$ cat src/rtl/alu_pkg.sv
// ============================================================================
// alu_pkg : opcode and FSM state encodings shared by the decode and exec stages
// Revision : 1.0
// ============================================================================
`default_nettype none

package alu_pkg;

  localparam logic [2:0] OP_ADD = 3'd0;
  localparam logic [2:0] OP_SUB = 3'd1;
  localparam logic [2:0] OP_AND = 3'd2;
  localparam logic [2:0] OP_OR  = 3'd3;
  localparam logic [2:0] OP_XOR = 3'd4;
  localparam logic [2:0] OP_SHL = 3'd5;
  localparam logic [2:0] OP_SHR = 3'd6;
  localparam logic [2:0] OP_MUL = 3'd7;

  localparam logic [1:0] ST_IDLE = 2'd0;
  localparam logic [1:0] ST_BUSY = 2'd1;
  localparam logic [1:0] ST_DONE = 2'd2;

endpackage

`default_nettype wire

$ cat src/rtl/alu_mul_seq.sv
// ============================================================================
// alu_mul_seq : unsigned shift-add multiplier, one partial product per cycle
// Revision    : 1.0
// ============================================================================
`default_nettype none

module alu_mul_seq #(
  parameter int WIDTH = 16
) (
  input  logic               clk,
  input  logic               rst,
  input  logic               start_i,
  input  logic [WIDTH-1:0]   a_i,
  input  logic [WIDTH-1:0]   b_i,
  output logic               done_o,
  output logic [2*WIDTH-1:0] product_o
);

  localparam int CW = $clog2(WIDTH);

  logic               busy_q;
  logic [CW-1:0]      cnt_q;
  logic [WIDTH-1:0]   mcand_q;
  logic [2*WIDTH-1:0] acc_q;
  logic [WIDTH:0]     sum_w;
  logic [2*WIDTH-1:0] acc_d;

  // Low half of acc holds the remaining multiplier bits; they shift out as the product shifts in.
  assign sum_w     = {1'b0, acc_q[2*WIDTH-1:WIDTH]} + (acc_q[0] ? {1'b0, mcand_q} : '0);
  assign acc_d     = {sum_w, acc_q[WIDTH-1:1]};
  assign done_o    = busy_q && (cnt_q == CW'(WIDTH - 1));
  assign product_o = acc_d;

  always_ff @(posedge clk) begin
    if (rst) begin
      busy_q  <= 1'b0;
      cnt_q   <= '0;
      mcand_q <= '0;
      acc_q   <= '0;
    end else if (start_i) begin
      busy_q  <= 1'b1;
      cnt_q   <= '0;
      mcand_q <= a_i;
      acc_q   <= {{WIDTH{1'b0}}, b_i};
    end else if (busy_q) begin
      acc_q <= acc_d;
      cnt_q <= cnt_q + CW'(1);
      if (done_o) busy_q <= 1'b0;
    end
  end

endmodule

`default_nettype wire

$ cat src/rtl/alu_exec.sv
// ============================================================================
// alu_exec : multi-cycle ALU execution unit with valid/ready in and out.
//            Define ALU_MUL_EN to include the sequential multiplier.
// Revision : 1.0
// ============================================================================
`default_nettype none

module alu_exec
  import alu_pkg::*;
#(
  parameter int WIDTH = 16
) (
  input  logic             clk,
  input  logic             rst,
  input  logic             in_valid,
  output logic             in_ready,
  input  logic [2:0]       alu_op,
  input  logic [WIDTH-1:0] operand_a,
  input  logic [WIDTH-1:0] operand_b,
  output logic             out_valid,
  input  logic             out_ready,
  output logic [WIDTH-1:0] result,
  output logic             flag_zero,
  output logic             flag_carry,
  output logic             flag_illegal
);

  localparam int SW = $clog2(WIDTH);

  logic [1:0]       state_q, state_d;
  logic [2:0]       op_q, op_d;
  logic [WIDTH-1:0] sh_q, sh_d;
  logic [SW-1:0]    cnt_q, cnt_d;
  logic [WIDTH-1:0] result_q, result_d;
  logic             zero_q, zero_d;
  logic             carry_q, carry_d;
  logic             illegal_q, illegal_d;

  logic [SW-1:0]    amt_w;
  logic [WIDTH:0]   add_w;
  logic [WIDTH-1:0] shifted_w;

  assign amt_w     = operand_b[SW-1:0];
  assign add_w     = {1'b0, operand_a} + {1'b0, operand_b};
  assign shifted_w = (op_q == OP_SHL) ? {sh_q[WIDTH-2:0], 1'b0} : {1'b0, sh_q[WIDTH-1:1]};

`ifdef ALU_MUL_EN
  logic               mul_done_w;
  logic [2*WIDTH-1:0] mul_prod_w;

  alu_mul_seq #(.WIDTH(WIDTH)) u_mul (
    .clk       (clk),
    .rst       (rst),
    .start_i   (in_valid && (state_q == ST_IDLE) && (alu_op == OP_MUL)),
    .a_i       (operand_a),
    .b_i       (operand_b),
    .done_o    (mul_done_w),
    .product_o (mul_prod_w)
  );
`endif

  always_comb begin
    state_d   = state_q;
    op_d      = op_q;
    sh_d      = sh_q;
    cnt_d     = cnt_q;
    result_d  = result_q;
    zero_d    = zero_q;
    carry_d   = carry_q;
    illegal_d = illegal_q;

    case (state_q)
      ST_IDLE: begin
        if (in_valid) begin
          op_d      = alu_op;
          sh_d      = operand_a;
          cnt_d     = amt_w;
          carry_d   = 1'b0;
          illegal_d = 1'b0;
          state_d   = ST_DONE;
          case (alu_op)
            OP_ADD: begin
              result_d = add_w[WIDTH-1:0];
              carry_d  = add_w[WIDTH];
            end
            OP_SUB: begin
              result_d = operand_a - operand_b;
              carry_d  = (operand_a < operand_b);
            end
            OP_AND: result_d = operand_a & operand_b;
            OP_OR:  result_d = operand_a | operand_b;
            OP_XOR: result_d = operand_a ^ operand_b;
            OP_SHL, OP_SHR: begin
              if (amt_w == '0) result_d = operand_a;
              else             state_d  = ST_BUSY;
            end
            OP_MUL: begin
`ifdef ALU_MUL_EN
              state_d = ST_BUSY;
`else
              result_d  = '0;
              illegal_d = 1'b1;
`endif
            end
            default: result_d = '0;
          endcase
        end
      end

      ST_BUSY: begin
`ifdef ALU_MUL_EN
        if (op_q == OP_MUL) begin
          if (mul_done_w) begin
            result_d = mul_prod_w[WIDTH-1:0];
            carry_d  = |mul_prod_w[2*WIDTH-1:WIDTH];
            state_d  = ST_DONE;
          end
        end else
`endif
        begin
          // Carry tracks the bit leaving the operand, so the last step leaves the final one.
          carry_d = (op_q == OP_SHL) ? sh_q[WIDTH-1] : sh_q[0];
          sh_d    = shifted_w;
          cnt_d   = cnt_q - SW'(1);
          if (cnt_q == SW'(1)) begin
            result_d = shifted_w;
            state_d  = ST_DONE;
          end
        end
      end

      ST_DONE: begin
        if (out_ready) state_d = ST_IDLE;
      end

      default: state_d = ST_IDLE;
    endcase

    if (state_d == ST_DONE && state_q != ST_DONE) zero_d = (result_d == '0);
  end

  always_ff @(posedge clk) begin
    if (rst) begin
      state_q   <= ST_IDLE;
      op_q      <= OP_ADD;
      sh_q      <= '0;
      cnt_q     <= '0;
      result_q  <= '0;
      zero_q    <= 1'b0;
      carry_q   <= 1'b0;
      illegal_q <= 1'b0;
    end else begin
      state_q   <= state_d;
      op_q      <= op_d;
      sh_q      <= sh_d;
      cnt_q     <= cnt_d;
      result_q  <= result_d;
      zero_q    <= zero_d;
      carry_q   <= carry_d;
      illegal_q <= illegal_d;
    end
  end

  assign in_ready     = (state_q == ST_IDLE);
  assign out_valid    = (state_q == ST_DONE);
  assign result       = result_q;
  assign flag_zero    = zero_q;
  assign flag_carry   = carry_q;
  assign flag_illegal = illegal_q;

endmodule

`default_nettype wire

$ cat config.mk
export PLATFORM = sky130hd
export DESIGN_NAME = alu_exec
export DESIGN_NICKNAME = d
export VERILOG_FILES = /design/src/rtl/alu_pkg.sv /design/src/rtl/alu_mul_seq.sv /design/src/rtl/alu_exec.sv
export SDC_FILE = /design/constraint.sdc
export NUM_CORES = 1
export LEC_CHECK = 0
export BUFFER_PORTS_ARGS = -buffer_cell sky130_fd_sc_hd__buf_2
export CELL_PAD_IN_SITES_DETAIL_PLACEMENT = 1
export CELL_PAD_IN_SITES_GLOBAL_PLACEMENT = 2
export CORE_MARGIN = 1
export CORE_UTILIZATION = 35
export CTS_CLUSTER_SIZE = 14
export DETAILED_ROUTE_END_ITERATION = 8
export PLACE_DENSITY_LB_ADDON = 0.1
export SLEW_MARGIN = 5
export SYNTH_ARGS = -nofsm -noshare
export SYNTH_HDL_FRONTEND = slang
export SYNTH_SLANG_ARGS = --single-unit
$ cat constraint.sdc
create_clock -name clk -period 4.3 [get_ports clk]
set_input_delay 1.075 -clock clk [delete_from_list [all_inputs] [get_ports clk]]
set_output_delay 1.075 -clock clk [all_outputs]
set_load 0.005 [all_outputs]
# After elaboration in Yosys (flattened, before gate mapping)

Index checks and enable logic that the tools add are counted.

Register bits: 44
Word-level logic and storage cells: 59
Input port bits: 39
Output and inout port bits: 21

Bitwise gates (word level): 3
Reductions and logical operators: 9
Add/sub/neg operators: 3
$lt $le $gt $ge: 1
Equality and inequality tests: 14
Muxes and demuxes: 21

Operators with widths:

| kind                  | count |
|---|---|
| $pmux W16 S7          | 1 |
| $mux W16              | 5 |
| $pmux W16 S2          | 2 |
| $add A16 B16 Y17      | 1 |
| $and A16 B16 Y16      | 1 |
| $logic_not A16 Y1     | 1 |
| $lt A16 B16 Y1        | 1 |
| $or A16 B16 Y16       | 1 |
| $sub A16 B16 Y16      | 1 |
| $xor A16 B16 Y16      | 1 |
| $eq A3 B3 Y1 const B  | 5 |
| $mux W2               | 5 |
| $pmux W4 S2           | 1 |
| $eq A3 B2 Y1 const B  | 2 |
| $pmux W2 S3           | 1 |
| $eq A2 B2 Y1 const B  | 2 |
| $eq A4 B1 Y1 const B  | 1 |
| $logic_not A4 Y1      | 1 |
| $mux W4               | 1 |
| $ne A2 B2 Y1 const B  | 2 |
| $pmux W1 S2           | 2 |
| $reduce_and A2 Y1     | 2 |
| $sub A4 B1 Y4 const B | 1 |
| $eq A3 B1 Y1 const B  | 1 |
| other kinds (7)       | 9 |

# Longest topological paths before layout

Depth after elaboration: 7
Mapped depth: 14

# Worst setup path after synthesis

No wires, ideal clock.

Path kind: input port to flip-flop
Start point: in operand_b[1]
End point: reg zero_q, in the netlist flag_zero
Buffers on the path: 0
Cell stages on the path: 12
Slack: 664 ps
Arrival: 3552 ps
Data required time: 4216 ps
Cells stage by stage: inv_1 ha_1 o21ba_1 or4_4 nand3_1 a31oi_1 o31ai_2 a31oi_1 o221a_2 a2111oi_4 nand4_1 o31ai_2

Longest elaborated chain between the ends: 7
Elaborated cells on any way between the ends: 17
Classes of those cells: add/sub: 2; eq/ne: 1; mux: 8; bitwise: 3; reduce/logical: 3

Ends and longest elaborated chain:

| element                                                                  | line            | RTL |
|---|---|---|
| from (decl)                                                              | alu_exec.sv:19  | `input logic [WIDTH-1:0] operand_b,` |
| parallel branches: the longest is 7 deep, another holds $sub A16 B16 Y16 | n/a             |  |
| to (signal assigned)                                                     | alu_exec.sv:158 | `zero_q <= zero_d;` |
| to (decl)                                                                | alu_exec.sv:35  | `logic zero_q, zero_d;` |

Several ways; the timed one is not identified.
A chain may end at the register's enable or synchronous reset.

# Worst setup path after layout

Start point: in operand_a[0]
End point: reg zero_q, in the netlist flag_zero

Longest elaborated chain between the ends: 5
Elaborated cells on any way between the ends: 10
Classes of those cells: add/sub: 2; mux: 4; bitwise: 3; reduce/logical: 1

Ends and longest elaborated chain:

| element                                  | line            | RTL |
|---|---|---|
| from (decl)                              | alu_exec.sv:18  | `input logic [WIDTH-1:0] operand_a,` |
| $sub A16 B16 Y16 (tied with other cells) | alu_exec.sv:87  | `result_d = operand_a - operand_b;` |
| $pmux W16 S7 *                           | alu_exec.sv:81  | `case (alu_op)` |
| $mux W16 *                               | alu_exec.sv:74  | `if (in_valid) begin` |
| $pmux W16 S2 *                           | alu_exec.sv:72  | `case (state_q)` |
| $logic_not A16 Y1 *                      | alu_exec.sv:139 | `if (state_d == ST_DONE && state_q != ST_DONE) zero_d = (result_d == '0);` |

Every way passes the cells marked *; elsewhere a longest branch is shown, timed or not.

==> metrics <==
status complete, no violations; H-tree depth 2; clock sink count 44; Rel. slew slack 40.3%; CP max-delay cell fa_1; Psw 589 uW; setup violators final 0; worst slew pin tran between 0.8 and 0.9 ns; initial core utilization 36.3%; FP Rows 43; Setup TNS Final 0 ns; Internal approximately 920 uW; CTS Buf Count 5; I/O pin total 60; Total GRT Usage between 20% and 30%; fraction of layout cells with a size suffix above 1 16.4%; synth unique cells just under 80; most frequent cells in the layout nor2_1, a21oi_1, buf_2, inv_1, ha_1; cells on worst reg2reg path 10; final slew viol count 0; vias per std cell between 5 and 6; estimated wirelength of the detail-placed design 15.8 mm; Syn-to-layout area delta 11.1%; crit path capture type flip-flop; DRT antenna net count 0; Reg power frac 32.2%; Iter 0 DRT Violations 303; Synth Register Bits 44; TritonCTS clock tree yes; die outline width 123 um; Final Cycle Share between 90% and 100%; hold_buf cts 0; area of the multi-input gates 3710 um2; routed vias 5369; switch share 39.1%; Worst R2R End flag_zero; Post-CTS Resized 0; Crit path buffers/inverters 3; Startpoint Class input pin; largest net degree at the start of global routing 44; register area 881 um2; Worst VDD drop 0.000154 V; Final #Nets 810; crit path from operand_a[0]; stages on the worst setup path 15; end point of the critical path flag_zero; Period minus WS final 3.91 ns; ANT cells 0; GRT Residual Overflow 0; worst path cell trace buf_2 -> inv_1 -> ha_1 -> inv_1 -> fa_1 -> nand2b_1 -> a221oi_1 -> o221a_2 -> o41ai_2 -> xnor2_1 -> nor2_1 -> o221a_2 -> a211oi_1 -> nand4_1 -> o31ai_2; Wirelength per Cell 22.4 um; final hold violation count 0; Avg Inst Size Synth between 7 and 8 um2; cell taking the most area after synthesis dfxtp_1; post-synthesis sequential area ratio 17.3%; Post-synth EDFFs 0; Core Box Area 14000 um2; fraction of registers with async set/reset 0%; WS Path Type input pin to flip-flop; Crit path required time 4.51 ns; die area 15100 um2; Primary FF master, synth dfxtp_1; hold crit path type flip-flop to flip-flop; PortBufs 59; critical path's top delay family compound AO/OA/AOI/OAI gates; vias in the first global route 5565; Root Driver clkbuf_16; total wire length 20.2 mm; reg2reg start state_q[0]; top cells by area, synth dfxtp_1, ha_1, mux2i_1; post-CTS setup buffers 0; Fin Hold WS 0.456 ns; Post-Synthesis Cells ~670; reg-to-reg slack, setup between 0.9 and 1 ns; routability cong. around 0.94; combinational share of power 41.3%; Layout fillers 1751; Largest stage delay, worst path 0.40 ns; DRC violations left 0; clk_skew 0.00779 ns; Leak around 0.0025 uW; Synth Cell Area between 5000 and 6000 um2; initial antenna violation count 0; clk_lat worst skew 0.29 ns; RSZ-0062 raised after global routing false; max-cap violations 0; drt first pass iters 5; Yosys top cell area share between 10% and 20%; DIE HEIGHT 123 um; commonest non-fill, non-tap cell in the layout nor2_1; CTS clock-pin slew for the worst setup and hold paths about 0.06 ns; deepest clock path buffer count 2; clock power share 26.5%; Achievable Freq 0.256 GHz; CP max FO 4; crit path DAT 4.12 ns; first-pass GRT wire length 31.3 mm; synth warn 0; Syn Nets 762; pwr dens 266 nW/um2
==> state kept, by name, summed over array words and instances (netlist names) <==
name          flops
flag_illegal      1
op_q              3
result           16
sh_q             16
flag_zero         1
cnt_q             4
state_q           2
flag_carry        1
==> layout make-up <==
class,count,area share (%)
Tap cell,180,3.98
Timing Repair Buffer,86,8.79
Multi-Input combinational cell,528,65.5
Sequential cell,44,15.6
Inverter,54,3.58
Clock buffer,8,2.58
==> Yosys cell counts, types with 3 or more instances <==
library cell	instances
nor2_1	65
a21oi_1	60
ha_1	50
inv_1	50
nand2_1	47
o21ai_0	46
dfxtp_1	44
mux2i_1	32
clkbuf_1	26
a211oi_1	13
a221oi_1	13
xnor2_1	13
nor2b_1	12
nor3_1	11
clkbuf_8	10
nand3_1	10
o221ai_1	10
a21o_1	8
a31oi_1	8
nor4_1	8
or3_1	8
nand2b_1	7
nand4_1	7
o211ai_1	6
o21bai_1	6
o22a_1	6
o221a_2	5
o22ai_1	5
a21boi_0	4
and2_1	4
buf_6	4
clkinv_1	4
o21a_1	4
xor2_1	4
buf_2	3
mux2_2	3
nand3b_1	3
or2_2	3
==> logic make-up (layout without fill, tap and decap cells) <==
family | Yosys count | after routing | share of synthesized area [%]
AOI/OAI and AO/OA | 227 | 227 | 30.9
xor gates and xnor gates | 17 | 17 | 2.92
adders and majority gates | 52 | 52 | 13.1
buffers and inverters | 99 | 148 | 10.1
DFF | 44 | 44 | 17.3
muxes | 35 | 35 | 6.94
and+or+nand+nor | 197 | 197 | 18.8
==> power groups by stage <==
stage	Clock [uW]	Combinational [uW]	Sequential, uW
3_5_place_dp	0	615	494
5_1_grt	424	683	490
2_1_floorplan	0	423	478
3_3_place_gp	0	606	492
6_report	399	622	485
4_1_cts	402	619	485
==> worst min-delay path, cell delays in order (launching register included) <==
cell	delay [ns]
dfxtp_1	0.31
nand2_1	0.05
a21oi_1	0.05
==> per-stage QoR <==
step	instance area (um2)	cells	setup WS, ns	util [%]	power, uW
3_5_place_dp	5520	892	0.132	39.3	1110
3_3_place_gp	5520	892	0.142	39.3	1100
6_report	5660	900	0.387	40.3	1510
5_1_grt	5660	900	0.220	40.3	1600
4_1_cts	5660	900	0.428	40.3	1510
2_1_floorplan	5100	671	0.664	-	900
==> routing by layer <==
layer	GRT usage [%]	share of wire, %	up-vias
li1	-	-	2526
met1	34.8	45	2666
met2	47.5	48	140
met3	3.49	3.6	37
met4	11.1	3.9	0
met5	0	0	-
==> worst min-delay path by stage <==
stage            startpoint            to  slack (ns)  depth (start not counted)
2_1_floorplan       op_q[2]       op_q[2]        0.44                          2
6_report            op_q[2]       op_q[2]        0.46                          2
4_1_cts             op_q[2]       op_q[2]        0.46                          2
3_5_place_dp        op_q[2]       op_q[2]        0.45                          2
3_3_place_gp   flag_illegal  flag_illegal        0.44                          2
5_1_grt             op_q[2]       op_q[2]        0.49                          2
(Power assumes the default switching activity.)
